**src/rtl/sample_deser.sv**
```systemverilog
// sample_deser -- serial-to-parallel sample deserializer with a one-entry
// output register feeding the downstream FP encoder.
//
// Optional build macro: PARITY_CHECK_EN. When it is defined, each frame
// carries one trailing even-parity bit and the parity_err port is present.
// When it is undefined, frames are WIDTH cycles long and there is no
// parity_err port.
//
// Ports:
//   clk          in   single clock, rising edge
//   rst          in   asynchronous, active-high reset
//   ser_in       in   serial data, MSB first
//   ser_start    in   frame start; ser_in carries bit WIDTH-1 this cycle
//   out_ready    in   downstream takes the word when sample_valid && out_ready
//   sample       out  assembled two's-complement word [WIDTH-1:0]
//   sample_valid out  sample holds an unconsumed word
//   busy         out  a frame is being shifted in
//   overrun      out  one-cycle pulse when a completed frame is dropped
//   parity_err   out  one-cycle pulse on parity mismatch (PARITY_CHECK_EN only)
module sample_deser #(
    parameter int unsigned WIDTH = 12
) (
    input  logic             clk,
    input  logic             rst,
    input  logic             ser_in,
    input  logic             ser_start,
    input  logic             out_ready,
    output logic [WIDTH-1:0] sample,
    output logic             sample_valid,
    output logic             busy,
    output logic             overrun
`ifdef PARITY_CHECK_EN
    ,
    output logic             parity_err
`endif
);

    // Counter holds the bit position captured on the next SHIFT cycle.
    localparam int unsigned CW = (WIDTH > 2) ? $clog2(WIDTH - 1) : 1;
`ifdef PARITY_CHECK_EN
    // The whole data word is held in the shifter while the parity bit arrives.
    localparam int unsigned SW = WIDTH;
`else
    // Bit 0 is taken straight from ser_in on the completing edge.
    localparam int unsigned SW = WIDTH - 1;
`endif

    typedef enum logic {
        IDLE  = 1'b0,
        SHIFT = 1'b1
    } state_t;

    state_t          state;
    logic [CW-1:0]   cnt;
    logic [SW-1:0]   shreg;
`ifdef PARITY_CHECK_EN
    logic            par_phase;
`endif

    logic            frame_done;
    logic            frame_bad;
    logic [WIDTH-1:0] frame_word;
    logic            load_ok;

    // Frame completion decode; a restart on the final cycle wins over completion.
    always_comb begin
        frame_done = 1'b0;
        frame_bad  = 1'b0;
        frame_word = '0;
        load_ok    = !sample_valid || out_ready;
`ifdef PARITY_CHECK_EN
        frame_word = shreg;
        frame_bad  = (^shreg) ^ ser_in;
        frame_done = (state == SHIFT) && !ser_start && par_phase;
`else
        frame_word = {shreg, ser_in};
        frame_done = (state == SHIFT) && !ser_start && (cnt == '0);
`endif
    end

    // FSM, shifter and output register.
    always_ff @(posedge clk or posedge rst) begin
        if (rst) begin
            state        <= IDLE;
            cnt          <= '0;
            shreg        <= '0;
            sample       <= '0;
            sample_valid <= 1'b0;
            busy         <= 1'b0;
            overrun      <= 1'b0;
`ifdef PARITY_CHECK_EN
            par_phase    <= 1'b0;
            parity_err   <= 1'b0;
`endif
        end else begin
            overrun <= 1'b0;
`ifdef PARITY_CHECK_EN
            parity_err <= 1'b0;
`endif

            // Consume; a completing frame below may reload on the same edge.
            if (sample_valid && out_ready) begin
                sample_valid <= 1'b0;
            end

            if (frame_done) begin
                if (frame_bad) begin
`ifdef PARITY_CHECK_EN
                    parity_err <= 1'b1;
`endif
                end else if (load_ok) begin
                    sample       <= frame_word;
                    sample_valid <= 1'b1;
                end else begin
                    overrun <= 1'b1;
                end
            end

            case (state)
                IDLE: begin
                    if (ser_start) begin
                        shreg <= {{(SW-1){1'b0}}, ser_in};
                        cnt   <= CW'(WIDTH - 2);
                        state <= SHIFT;
                        busy  <= 1'b1;
`ifdef PARITY_CHECK_EN
                        par_phase <= 1'b0;
`endif
                    end
                end
                SHIFT: begin
                    if (ser_start) begin
                        // Abort the partial frame and restart at the MSB.
                        shreg <= {{(SW-1){1'b0}}, ser_in};
                        cnt   <= CW'(WIDTH - 2);
`ifdef PARITY_CHECK_EN
                        par_phase <= 1'b0;
`endif
                    end else begin
`ifdef PARITY_CHECK_EN
                        if (par_phase) begin
                            state     <= IDLE;
                            busy      <= 1'b0;
                            par_phase <= 1'b0;
                        end else begin
                            shreg <= {shreg[SW-2:0], ser_in};
                            if (cnt == '0) begin
                                par_phase <= 1'b1;
                            end else begin
                                cnt <= cnt - CW'(1);
                            end
                        end
`else
                        if (cnt == '0) begin
                            state <= IDLE;
                            busy  <= 1'b0;
                        end else begin
                            shreg <= {shreg[SW-2:0], ser_in};
                            cnt   <= cnt - CW'(1);
                        end
`endif
                    end
                end
                default: begin
                    state <= IDLE;
                    busy  <= 1'b0;
                end
            endcase
        end
    end

endmodule

```
**config.mk**
```make
export PLATFORM = sky130hd
export DESIGN_NAME = sample_deser
export DESIGN_NICKNAME = d
export VERILOG_FILES = /design/src/rtl/sample_deser.sv
export SDC_FILE = /design/constraint.sdc
export NUM_CORES = 1
export LEC_CHECK = 0
export CAP_MARGIN = 20
export CORE_MARGIN = 2
export CORE_UTILIZATION = 40
export CTS_CLUSTER_DIAMETER = 100
export CTS_CLUSTER_SIZE = 28
export DETAILED_ROUTE_END_ITERATION = 16
export HOLD_SLACK_MARGIN = 0.06
export PLACE_DENSITY = 0.61
export SLEW_MARGIN = 20
export SYNTH_ARGS = -nofsm -noshare
export SYNTH_HDL_FRONTEND = slang
export SYNTH_SLANG_ARGS = --single-unit
```
**constraint.sdc**
```tcl
create_clock -name clk -period 3.5 [get_ports clk]
set_clock_uncertainty 0.15 [all_clocks]
set_input_delay 0.7 -clock clk [delete_from_list [all_inputs] [get_ports clk]]
set_output_delay 0.7 -clock clk [all_outputs]
set_load 0.1 [all_outputs]
```
# Word-level counts from Yosys, hierarchy flattened
# Index checks and enable logic that the tools add are counted.
[op_classes] add_sub_neg=1 eq_ne=4 muxes=21 n_bitwise=1 n_reduce_logical=10
[ops] op="two-way mux 11 bit" count=3
[ops] op="one-hot mux 11 bit (2 select lines)" count=1
[ops] op="two-way mux 4 bit" count=3
[ops] op="two-way mux 1 bit" count=11
[ops] op="one-hot mux 4 bit (2 select lines)" count=1
[ops] op="zero test 4 bit" count=1
[ops] op="inequality test 2 bit, second input constant" count=2
[ops] op="one-hot mux 1 bit (2 select lines)" count=2
[ops] op="AND reduction 2 bit" count=2
[ops] op="subtractor 4 x 1 -> 4 bit, second input constant" count=1
[ops] op="logical AND 1 bit" count=3
[ops] op="inequality test 3 bit, second input constant" count=1
[ops] op="AND reduction 3 bit" count=1
[ops] op="zero test 1 bit" count=2
[ops] op="inequality test 2 x 1 -> 1 bit, second input constant" count=1
[ops] op="logical OR 1 bit" count=1
[ops] op="inverter 1 bit" count=1
[word_totals] regBits=31 inputBits=5 elab_cells=44

# Longest topological paths before layout
[logic_depth] ltp_word=4 ltp_mapped=6

# Worst setup path before layout
# Ideal clock, no wire load.
[synth_path] kind="register to register" from="register sample_valid" to="register sample[0]" setup_ps=128 arrival_time_ps=1747 required_ps=3222 slack_ps=1475 path_stages_with_launch=5 synth_period_minus_slack_ps=2025 cell_sequence="dfrtp_1 nand2b_1 nand3_1 buf_4 mux2_1"
[synth_via] elab_chain_len=3
[synth_rtl] item="start: declaration" line="29" rtl="output logic sample_valid,"
[synth_rtl] item="start signal: assignment" line="88" rtl="sample_valid <= 1'b0;"
[synth_rtl] item="start signal: assignment" line="103" rtl="sample_valid <= 1'b0;"
[synth_rtl] item="start signal: assignment" line="113" rtl="sample_valid <= 1'b1;"
[synth_rtl] item="zero test 1 bit" line="70" rtl="load_ok = !sample_valid || out_ready;"
[synth_rtl] item="logical OR 1 bit" line="70"
[synth_rtl] item="AND reduction 2 bit (no source line)"
[synth_rtl] item="end signal: assignment" line="112" rtl="sample <= frame_word;"
[synth_rtl] item="end: declaration" line="28" rtl="output logic [WIDTH-1:0] sample,"
# No other way between the ends.
# A chain may end at the register's enable or synchronous reset.

# Worst setup path in the final report
[layout_path] from="input ser_start" to="register sample[0]"
[layout_via] elab_chain_len=4
[layout_rtl] item="start: declaration" line="26" rtl="input logic ser_start,"
[layout_rtl] item="zero test 1 bit" line="77" rtl="frame_done = (state == SHIFT) && !ser_start && (cnt == '0);"
[layout_rtl] item="logical AND 1 bit (2 in a row)" line="77"
[layout_rtl] item="AND reduction 2 bit (no source line)"
# No other way between the ends.

==> results.py <==
metrics = {
    "status": {
        "status": "finished, final reports clean",
    },
    "timing": {
        "max_freq_ghz": 0.425,
        "period_needed_ns": 2.35,
        "worst_pin_slew_ns": 0.610,
        "drv_slew": 0,
        "rsz0062_at_grt": "no",
        "final.setup.tns_ns": 0,
        "hold_viol": 0,
        "whs_ns": 0.348,
        "min_period_over_period_pct": 67.2,
        "finalWorstSetupSlack_ns": 1.15,
        "finalSetupViolations": 0,
        "slew-limit-headroom_pct": 59.2,
    },
    "worst_setup_path": {
        "worst_ep_arrival_time_ns": 2.41,
        "path_max_fanout": 12,
        "critical_path_class": "input pin to flip-flop",
        "ff2ff_path_depth": 6,
        "crit_required_ns": 3.56,
        "startpoint_type": "input pin",
        "worstSetupEndpointType": "flip-flop",
    },
    "logic_synthesis": {
        "syn_nets": 90,
        "synth.area.top_cells": "dfrtp_1 (65%), mux2_1 (9.4%), a22o_1 (7.3%)",
        "async_flop_share_pct": 100,
        "synth_edf_count": 0,
        "yosys_register_bits": 31,
        "synth_area_um2": 1200,
        "ys_types": 24,
        "avgSynthCellArea_um2": 14.3,
        "ys_warn_count": 0,
        "yosysTopAreaCellShare_pct": 64.6,
        "synth_cells": 84,
        "yosysMostFrequentCell": "dfrtp_1",
        "yosys_most_used_dff": "dfrtp_1",
        "ys_seq_area_share_pct": 64.6,
        "yosys.area.top_type": "dfrtp_1",
        "netlist_top_cells_count": "dfrtp_1 (31), a22o_1 (10), mux2_1 (10)",
    },
    "layout": {
        "fillers": 263,
        "layout.nets": 115,
        "regArea_um2": 776,
        "multi_input_area_um2": 388,
        "drive_gt1_share_pct": 27.3,
        "diodes": 0,
        "syn_to_final_growth_pct": 19.8,
    },
    "place": {
        "dp_slack_ns": 0.786,
        "io_buffers": 19,
        "dp_hpwl_mm": 1.29,
        "gp_congestion": 0.659,
    },
    "min_path": {
        "hold_path_class": "flip-flop to flip-flop",
        "min_path_cells": 1,
    },
    "grt": {
        "grt_pass1_vias": 736,
        "grt_overflow": 0,
        "antenna_found_initial": 0,
        "grt_max_degree": 32,
        "grt_usage_pct": 13.9,
        "grt_pass1_wl_mm": 3.44,
    },
    "clocking": {
        "post-cts-setup-buffers": 0,
        "cts_tree": "yes",
        "htreeDepth": 2,
        "cts_resized": 0,
        "cts_root_buffer": "clkbuf_4",
        "clock_path_buffers": 2,
        "clk-insertion-delay-late_ns": 0.33,
        "cts_sinks": 31,
        "clk_pin_slew_ns": 0.09,
        "holdBufCountCts": 0,
        "cts_buffers": 5,
    },
    "detailed_routing": {
        "ant_nets": 0,
        "wire_per_inst_um": 13.7,
        "drtPass1Iterations": 2,
        "vias": 739,
        "wirelength_mm": 1.93,
        "drt_iter0_drc": 39,
        "drc": 0,
        "viasPerCell": 5.24,
    },
    "floorplan": {
        "start_util_pct": 42.8,
        "die_w_um": 58.8,
        "dieArea_um2": 3460,
        "rows": 19,
        "io_pins": 20,
        "core_um2": 2810,
        "die_h_um": 58.8,
    },
    "power": {
        "cellLeakagePower_nw": 0.740,
        "p_total_mw": 0.992,
        "p_per_area_nw_per_um2": 689,
        "ir_drop_mv": 0.328,
    },
    "run": {
        "max_cap_violations": 0,
    },
}
## flip-flops by register name (all words and copies together), names as in the netlist
| name | flops |
|---|---|
| busy | 1 |
| overrun | 1 |
| sample_valid | 1 |
| cnt | 4 |
| state | 1 |
| sample | 12 |
| shreg | 11 |
## cell families (layout without fill, tap and decap cells)
group | after synthesis | in the layout | synth area share (%)
flip-flops | 31 | 31 | 64.6
AO/OA/AOI/OAI | 16 | 16 | 10.6
multiplexers | 14 | 14 | 13.4
AND/OR/NAND/NOR | 14 | 14 | 7.19
buffers and inverters | 8 | 34 | 3.12
adder cells (fa/ha/maj) | 1 | 1 | 1.04
## routing by layer
metal	up-vias	share of wire (%)	global-route usage, %
li1	353	-	-
met3	7	6.1	7.47
met4	0	2.4	6.82
met1	366	46	17.0
met2	13	46	20.0
met5	-	0	0
## metrics by stage
stage / utilization [%] / area (µm²) / std cells
floorplan: - / 1200 / 84
global placement: 49.5 / 1390 / 133
detailed placement: 49.5 / 1390 / 133
CTS: 51.3 / 1440 / 141
global route: 51.3 / 1440 / 141
finish: 51.3 / 1440 / 141
## power breakdown
group	switching, mW	total, mW	leakage, nW	internal [mW]
Combinational	0.268	0.359	0.301	0.0917
Clock	0.113	0.191	0.0293	0.0781
Sequential	0.0336	0.441	0.409	0.408
## worst max-delay path: stages
cell and delay, ns:
clkdlybuf4s50_1 0.51, nor2b_1 0.23, nand3_1 0.48, mux2_1 0.48
## final timing paths
| kind | slack, ns | endpoint | start |
|---|---|---|---|
| worst max-delay path | 1.15 | sample[0]$_DFFE_PP0P_ | ser_start |
| worst min-delay path | 0.35 | sample[8]$_DFFE_PP0P_ | sample[8]$_DFFE_PP0P_ |
| worst max register to register | 1.23 | shreg[0]$_DFFE_PP0P_ | cnt[0]$_DFFE_PP0P_ |
| worst min register to register | 0.35 | sample[8]$_DFFE_PP0P_ | sample[8]$_DFFE_PP0P_ |
| max in group asynchronous | 2.34 | sample_valid$_DFF_PP0_ | rst |
| min in group asynchronous | 0.58 | sample[8]$_DFFE_PP0P_ | rst |
## layout by cell type (no fill, tap or decap)
cell type / instances
buf_4: 17
mux2_1: 10
clkbuf_4: 5
or4b_1: 1
ha_1: 1
a22oi_1: 1
nand2_1: 4
nor2_1: 1
a22o_1: 10
inv_1: 4
clkbuf_1: 2
mux2_2: 3
nor2b_1: 1
mux2_4: 1
dfrtp_1: 31
clkdlybuf4s50_1: 4
a21oi_2: 1
or3b_1: 1
clkinv_2: 1
a21oi_1: 3
nor3b_2: 1
nand2b_1: 1
inv_2: 1
a211o_1: 1
nand3_1: 1
nand4b_1: 1
nor3_1: 2
## final cells by class
cell class	instances	share of cell area, %
Clock buffer	7	3.13
Inverter	5	1.30
Tap cell	31	2.70
Timing Repair Buffer	21	11.7
Sequential cell	31	53.9
Clock inverter	1	0.348
Multi-Input combinational cell	45	27.0
(Power assumes the default switching activity.)
